**src/rtl/capture_trig_ctrl.sv**
```systemverilog
// capture_trig_ctrl: capture/trigger controller for the logic analyser sampling path.
// It writes the pre-trigger samples, keeps a ring of pre_samples while armed,
// raises trig_stb on the trigger sample, counts the post-trigger samples and then stops.
// The strobes tell the downstream FIFO when to write and when to drop its oldest
// entry, so the FIFO ends up holding exactly pre+post samples around the trigger.
// Optional build macro CAPTURE_TRIG_OCCUR_EN adds the trig_occur port. The trigger
// then fires on the (trig_occur+1)-th qualifying sample instead of the first one.
module capture_trig_ctrl #(
  parameter int CH_NUM   = 16,
  parameter int CNT_W    = 24,
  parameter int CH_SEL_W = 4
) (
  input  logic                CLK,
  input  logic                RST,
  input  logic [CH_NUM-1:0]   data_in,
  input  logic                samp_stb,
  input  logic                start_stb,
  input  logic                abort_stb,
  input  logic [2:0]          trig_mode,
  input  logic [CH_SEL_W-1:0] trig_ch,
  input  logic [CH_NUM-1:0]   trig_mask,
  input  logic [CH_NUM-1:0]   trig_pattern,
  input  logic [CNT_W-1:0]    pre_samples,
  input  logic [CNT_W-1:0]    post_samples,
`ifdef CAPTURE_TRIG_OCCUR_EN
  input  logic [7:0]          trig_occur,
`endif
  output logic [CH_NUM-1:0]   data_out,
  output logic                wr_stb,
  output logic                discard_stb,
  output logic                trig_stb,
  output logic                busy,
  output logic                done
);

  typedef enum logic [2:0] {S_IDLE, S_PRETRIG, S_ARMED, S_POST, S_DONE} state_t;

  localparam logic [CH_SEL_W:0] CH_LIM = (CH_SEL_W+1)'(CH_NUM);

  state_t              state_q, state_d;
  logic [2:0]          mode_q, mode_d;
  logic [CH_SEL_W-1:0] ch_q, ch_d;
  logic [CH_NUM-1:0]   mask_q, mask_d, pat_q, pat_d;
  logic [CNT_W-1:0]    pre_q, pre_d, post_q, post_d;
  logic [CNT_W-1:0]    pre_cnt_q, pre_cnt_d, post_cnt_q, post_cnt_d;
  logic [CH_NUM-1:0]   prev_q, prev_d;
  logic                prev_vld_q, prev_vld_d;
  logic [CH_NUM-1:0]   data_out_q, data_out_d;
  logic                wr_q, wr_d, disc_q, disc_d, trig_q, trig_d;
  logic                busy_q, busy_d, done_q, done_d;
  logic                hit, fire, cur_bit, prv_bit;
  logic [CNT_W-1:0]    pre_cnt_inc, post_cnt_inc;
`ifdef CAPTURE_TRIG_OCCUR_EN
  logic [7:0]          occur_q, occur_d, hit_cnt_q, hit_cnt_d;
`endif

  // Counts never pass their latched limits, so the increment cannot wrap.
  assign pre_cnt_inc  = pre_cnt_q + CNT_W'(1);
  assign post_cnt_inc = post_cnt_q + CNT_W'(1);
  assign cur_bit      = data_in[ch_q];
  assign prv_bit      = prev_q[ch_q];

  // Trigger condition for the current sample against the latched config.
  always_comb begin
    hit = 1'b0;
    case (mode_q)
      3'd1:    hit = prev_vld_q & ~prv_bit & cur_bit;
      3'd2:    hit = prev_vld_q & prv_bit & ~cur_bit;
      3'd3:    hit = prev_vld_q & (prv_bit ^ cur_bit);
      3'd4:    hit = cur_bit;
      3'd5:    hit = ~cur_bit;
      3'd6:    hit = ((data_in ^ pat_q) & mask_q) == '0;
      default: hit = 1'b1;
    endcase
`ifdef CAPTURE_TRIG_OCCUR_EN
    fire = hit && (hit_cnt_q == occur_q);
`else
    fire = hit;
`endif
  end

  // Next state, counters, config latch and registered strobes.
  always_comb begin
    state_d    = state_q;
    mode_d     = mode_q;
    ch_d       = ch_q;
    mask_d     = mask_q;
    pat_d      = pat_q;
    pre_d      = pre_q;
    post_d     = post_q;
    pre_cnt_d  = pre_cnt_q;
    post_cnt_d = post_cnt_q;
    prev_d     = prev_q;
    prev_vld_d = prev_vld_q;
    data_out_d = data_out_q;
    wr_d       = 1'b0;
    disc_d     = 1'b0;
    trig_d     = 1'b0;
`ifdef CAPTURE_TRIG_OCCUR_EN
    occur_d    = occur_q;
    hit_cnt_d  = hit_cnt_q;
`endif
    if (abort_stb) begin
      state_d = S_IDLE;
    end else begin
      case (state_q)
        S_IDLE, S_DONE: if (start_stb) begin
          mode_d     = trig_mode;
          ch_d       = ({1'b0, trig_ch} >= CH_LIM) ? '0 : trig_ch;
          mask_d     = trig_mask;
          pat_d      = trig_pattern;
          pre_d      = pre_samples;
          post_d     = (post_samples == '0) ? CNT_W'(1) : post_samples;
          pre_cnt_d  = '0;
          post_cnt_d = '0;
          prev_vld_d = 1'b0;
`ifdef CAPTURE_TRIG_OCCUR_EN
          occur_d    = trig_occur;
          hit_cnt_d  = '0;
`endif
          state_d    = (pre_samples == '0) ? S_ARMED : S_PRETRIG;
        end
        S_PRETRIG: if (samp_stb) begin
          wr_d      = 1'b1;
          pre_cnt_d = pre_cnt_inc;
          if (pre_cnt_inc == pre_q) state_d = S_ARMED;
        end
        S_ARMED: if (samp_stb) begin
          wr_d = 1'b1;
          if (fire) begin
            trig_d     = 1'b1;
            post_cnt_d = CNT_W'(1);
            state_d    = (post_q == CNT_W'(1)) ? S_DONE : S_POST;
          end else begin
            disc_d = 1'b1;
`ifdef CAPTURE_TRIG_OCCUR_EN
            if (hit) hit_cnt_d = hit_cnt_q + 8'd1;
`endif
          end
        end
        S_POST: if (samp_stb) begin
          wr_d       = 1'b1;
          post_cnt_d = post_cnt_inc;
          if (post_cnt_inc == post_q) state_d = S_DONE;
        end
        default: state_d = S_IDLE;
      endcase
      // Any sample taken while busy becomes the reference for edge modes.
      if (samp_stb && (state_q == S_PRETRIG || state_q == S_ARMED || state_q == S_POST)) begin
        prev_d     = data_in;
        prev_vld_d = 1'b1;
        data_out_d = data_in;
      end
    end
    busy_d = (state_d == S_PRETRIG) || (state_d == S_ARMED) || (state_d == S_POST);
    done_d = (state_d == S_DONE);
  end

  // State and output registers; synchronous reset clears everything.
  always_ff @(posedge CLK) begin
    if (RST) begin
      state_q    <= S_IDLE;
      mode_q     <= '0;
      ch_q       <= '0;
      mask_q     <= '0;
      pat_q      <= '0;
      pre_q      <= '0;
      post_q     <= '0;
      pre_cnt_q  <= '0;
      post_cnt_q <= '0;
      prev_q     <= '0;
      prev_vld_q <= 1'b0;
      data_out_q <= '0;
      wr_q       <= 1'b0;
      disc_q     <= 1'b0;
      trig_q     <= 1'b0;
      busy_q     <= 1'b0;
      done_q     <= 1'b0;
`ifdef CAPTURE_TRIG_OCCUR_EN
      occur_q    <= '0;
      hit_cnt_q  <= '0;
`endif
    end else begin
      state_q    <= state_d;
      mode_q     <= mode_d;
      ch_q       <= ch_d;
      mask_q     <= mask_d;
      pat_q      <= pat_d;
      pre_q      <= pre_d;
      post_q     <= post_d;
      pre_cnt_q  <= pre_cnt_d;
      post_cnt_q <= post_cnt_d;
      prev_q     <= prev_d;
      prev_vld_q <= prev_vld_d;
      data_out_q <= data_out_d;
      wr_q       <= wr_d;
      disc_q     <= disc_d;
      trig_q     <= trig_d;
      busy_q     <= busy_d;
      done_q     <= done_d;
`ifdef CAPTURE_TRIG_OCCUR_EN
      occur_q    <= occur_d;
      hit_cnt_q  <= hit_cnt_d;
`endif
    end
  end

  assign data_out    = data_out_q;
  assign wr_stb      = wr_q;
  assign discard_stb = disc_q;
  assign trig_stb    = trig_q;
  assign busy        = busy_q;
  assign done        = done_q;

endmodule

```
**config.mk**
```make
export PLATFORM = sky130hd
export DESIGN_NAME = capture_trig_ctrl
export DESIGN_NICKNAME = d
export VERILOG_FILES = /design/src/rtl/capture_trig_ctrl.sv
export SDC_FILE = /design/constraint.sdc
export NUM_CORES = 1
export LEC_CHECK = 0
export CORE_ASPECT_RATIO = 1.1
export CORE_MARGIN = 1.5
export CORE_UTILIZATION = 55
export CTS_CLUSTER_SIZE = 12
export DETAILED_ROUTE_END_ITERATION = 7
export HOLD_SLACK_MARGIN = 0.15
export PLACE_DENSITY = 0.91
export SLEW_MARGIN = 20
export SYNTH_ARGS = -nofsm -noshare
export SYNTH_HDL_FRONTEND = slang
export SYNTH_SLANG_ARGS = --single-unit
```
**constraint.sdc**
```tcl
create_clock -name CLK -period 3.6 [get_ports CLK]
set_clock_uncertainty 0.2 [all_clocks]
set_input_delay 0.9 -clock CLK [delete_from_list [all_inputs] [get_ports CLK]]
set_output_delay 0.9 -clock CLK [all_outputs]
set_load 0.03 [all_outputs]
```
==> run metrics <==
Critical Path Fanout Max=15; Synth Warn #=0; Placement Cell Area=about 10000 um2; top achievable clock speed=294 MHz; most frequent cells in the layout=nand2_1 (272), dfxtp_1 (160), a21oi_1 (159); switching part of the total power=between 20% and 30%; Top Ports=roughly 130; hold_buf cts=0; P&R area growth vs syn=26.5%; number of max-cap violations=0; setup bufs post-CTS=0; post-CTS resize count=0; antenna fix cells=0; Post-synth EDFFs=0; fin nets=~1400; Post-Syn Nets=approximately 1200; pwr dens=approximately 400 nW/um2; Die X=about 120 um; critical path endpoint category=flip-flop; Initial Util=a little under three fifths; initial antenna violation count=0; met2 usage=53.9%; most common library cell in the layout ignoring fill and taps=nand2_1; Clock Latency Late Sink=0.44 ns; Syn Inst Count=1126; crit start category=input pin; HP Class=flip-flop to flip-flop; critical path class=input pin to flip-flop; clock group share of total power=a little under half; Final WS setup=0.195 ns; Syn Std Cell Area=about 8600 um2; routing usage on met1=38.7%; ys flop type=dfxtp_1; synth unique cells=67; Yosys reg bits=between 150 and 200; Gate power share=a little over a tenth; max incr delay on CP=around 0.48 ns; # clock sinks=160; Worst Path Required=approximately 3.7 ns; iteration-0 DRC count of the detailed router=1112; GRT overflow=0; Slew @ Worst Pin=0.926 ns; Root Buffer=clkbuf_16; RSZ-0062 raised after global routing=no; wirelength, routed=between 20 and 30 mm; Die Y-Extent=134 um; number of CTS-inserted buffers=17; Max VDD drop=0.000334 V; sw power=roughly 1.1 mW; finished layout cell area=between 10000 and 15000 um2; residual DRC count=0; Worst Path Arrival=between 3 and 4 ns; fillers=~1100; worst-path cell chain=clkdlybuf4s50_1 > mux4_2 > a22oi_1 > and3_1 > nor4_1 > a21oi_1 > a31oi_2 > buf_12 > buf_4 > a311oi_1; vias in the first global route=just under 9000; DPL Wire Length=between 15 and 20 mm; DP Worst Slack=-0.104 ns; Worst-path clk slew=0.07 ns; Total Routing Usage GR=32.3%; die area=16300 um2; sequential power share=a little over two fifths; Slew Limit Fails=0; First-pass DRT Iterations=6; largest net degree at the start of global routing=between 80 and 90; period utilization=approximately 95%; sequential-to-total area share from yosys stat=37.4%; Hold Vio Cnt, Final=0; WP buf/inv=3; Placer Congestion=about 0.94; CTS tree=built; core area=approximately 15000 um2; PortBufs=~130; Slew headroom=38.3%; status=finished, final reports clean; Avg Inst Size Synth=roughly 7.6 um2; Max H-tree Level=4; Bufs on Longest Clock Path=2; Pleak=approximately 3.9 nW; Synth async-reset ratio=0%; share of layout cells above drive strength 1=under 10%; first-pass GRT wire length=~42 mm; Via density=between 6 and 7; Antenna Nets Post-Route=0; GRT busiest layer=met2; Critical-path top delay cell=mux4_2; GRT met3 Usage=7.74%; Internal=3.32 mW; Final min period=~3.4 ns; # rows=between 40 and 50; via count=approximately 9100; WL/cell=17.5 um; cell family with most CP delay=compound AO/OA/AOI/OAI gates; final setup violating endpoints=0
## worst reg2reg max path, stage by stage (launching register included)
cell,delay [ns]
dfxtp_1,0.53
nand3_2,0.15
or4_4,0.55
nor3_1,0.27
xnor2_1,0.17
o211ai_1,0.14
a2111oi_0,0.49
buf_4,0.20
o2111ai_2,0.15
a2bb2oi_2,0.23
a211oi_1,0.10
## state kept, by name (all words and copies together), names as in the netlist
register and cells:
busy 1, pre_q 24, state_q 3, mask_q 16, wr_stb 1, trig_stb 1, pre_cnt_q 24, post_q 24
done 1, ch_q 4, mode_q 3, data_out 16, post_cnt_q 24, discard_stb 1, pat_q 16, prev_vld_q 1
## path summary, 6_finish.rpt
kind / start / end / slack [ns] / cells past startpoint
worst min register to register: mask_q[3] / mask_q[3] / 0.26 / 2
worst max register to register: post_cnt_q[4] / busy / 0.32 / 10
worst max-delay path: data_in[3] / post_cnt_q[9] / 0.19 / 10
worst min-delay path: mask_q[3] / mask_q[3] / 0.26 / 2
## cell type report
cell class              count  area [um2]  area share (%)
clock buffers              18         439            4.06
clock inverters            14         226            2.09
inverters                   9        33.8           0.312
multi-input cells         883        4980            46.0
flip-flops and latches    160        3200            29.6
well taps                 196         245            2.26
repair buffers            181        1700            15.7
## cells in the mapped netlist (all sizes together), types with 5 or more instances
library cell / number / area, um2
or3: 6 / 37.5
o21ai: 31 / 155
a2111oi: 5 / 63.8
inv: 9 / 33.8
nand3: 35 / 185
nand2b: 9 / 56.3
a31oi: 11 / 75.1
dfxtp: 160 / 3200
and4: 6 / 53.8
nor2: 69 / 275
nand2: 274 / 1030
nor3b: 5 / 37.5
clkbuf: 51 / 193
a22oi: 15 / 113
a21oi: 159 / 796
mux4: 8 / 180
xor2: 41 / 359
buf: 22 / 150
and3: 14 / 88.8
nor4: 31 / 194
xnor2: 41 / 359
nor3: 26 / 135
and2: 6 / 37.5
a211oi: 7 / 52.6
nor2b: 7 / 43.8
nand4: 20 / 125
a311oi: 16 / 140
## stage by stage
| stage | util (%) | cells | hold slack, ns | power, mW | TNS, ns |
|---|---|---|---|---|---|
| floorplan | - | 1126 | 0.236 | 2.14 | 0 |
| global placement | 67.2 | 1429 | 0.245 | 2.37 | -0.0238 |
| detailed placement | 67.2 | 1429 | 0.251 | 2.38 | -1.07 |
| CTS | 71.7 | 1461 | 0.260 | 4.40 | 0 |
| global route | 71.7 | 1461 | 0.283 | 4.54 | 0 |
| finish | 71.7 | 1461 | 0.259 | 4.41 | 0 |
## per-layer routing
layer	vias up	routed length [um]	share of wire [%]
li1	4233	-	-
met1	4238	10200	40
met2	474	12300	48
met3	105	2050	8.0
met4	0	1090	4.3
met5	-	0	0
## power by group through the flow
stage / Sequential, mW / Clock (mW) / Combinational [mW]
final: 1.87 / 2.05 / 0.482
after detailed placement: 1.91 / 0 / 0.470
after global placement: 1.91 / 0 / 0.461
after CTS: 1.87 / 2.05 / 0.478
after global routing: 1.88 / 2.14 / 0.522
after floorplan: 1.90 / 0 / 0.244
## kinds of logic after synthesis
group / Yosys count / synth area share (%)
and+or+nand+nor: 521 / 28.2
AOI/OAI and AO/OA: 268 / 18.9
DFF: 160 / 37.4
buffers and inverters: 83 / 4.52
xor gates and xnor gates: 82 / 8.39
muxes: 10 / 2.34
adders and majority gates: 2 / 0.292
Power figures use the tool's default switching activity.
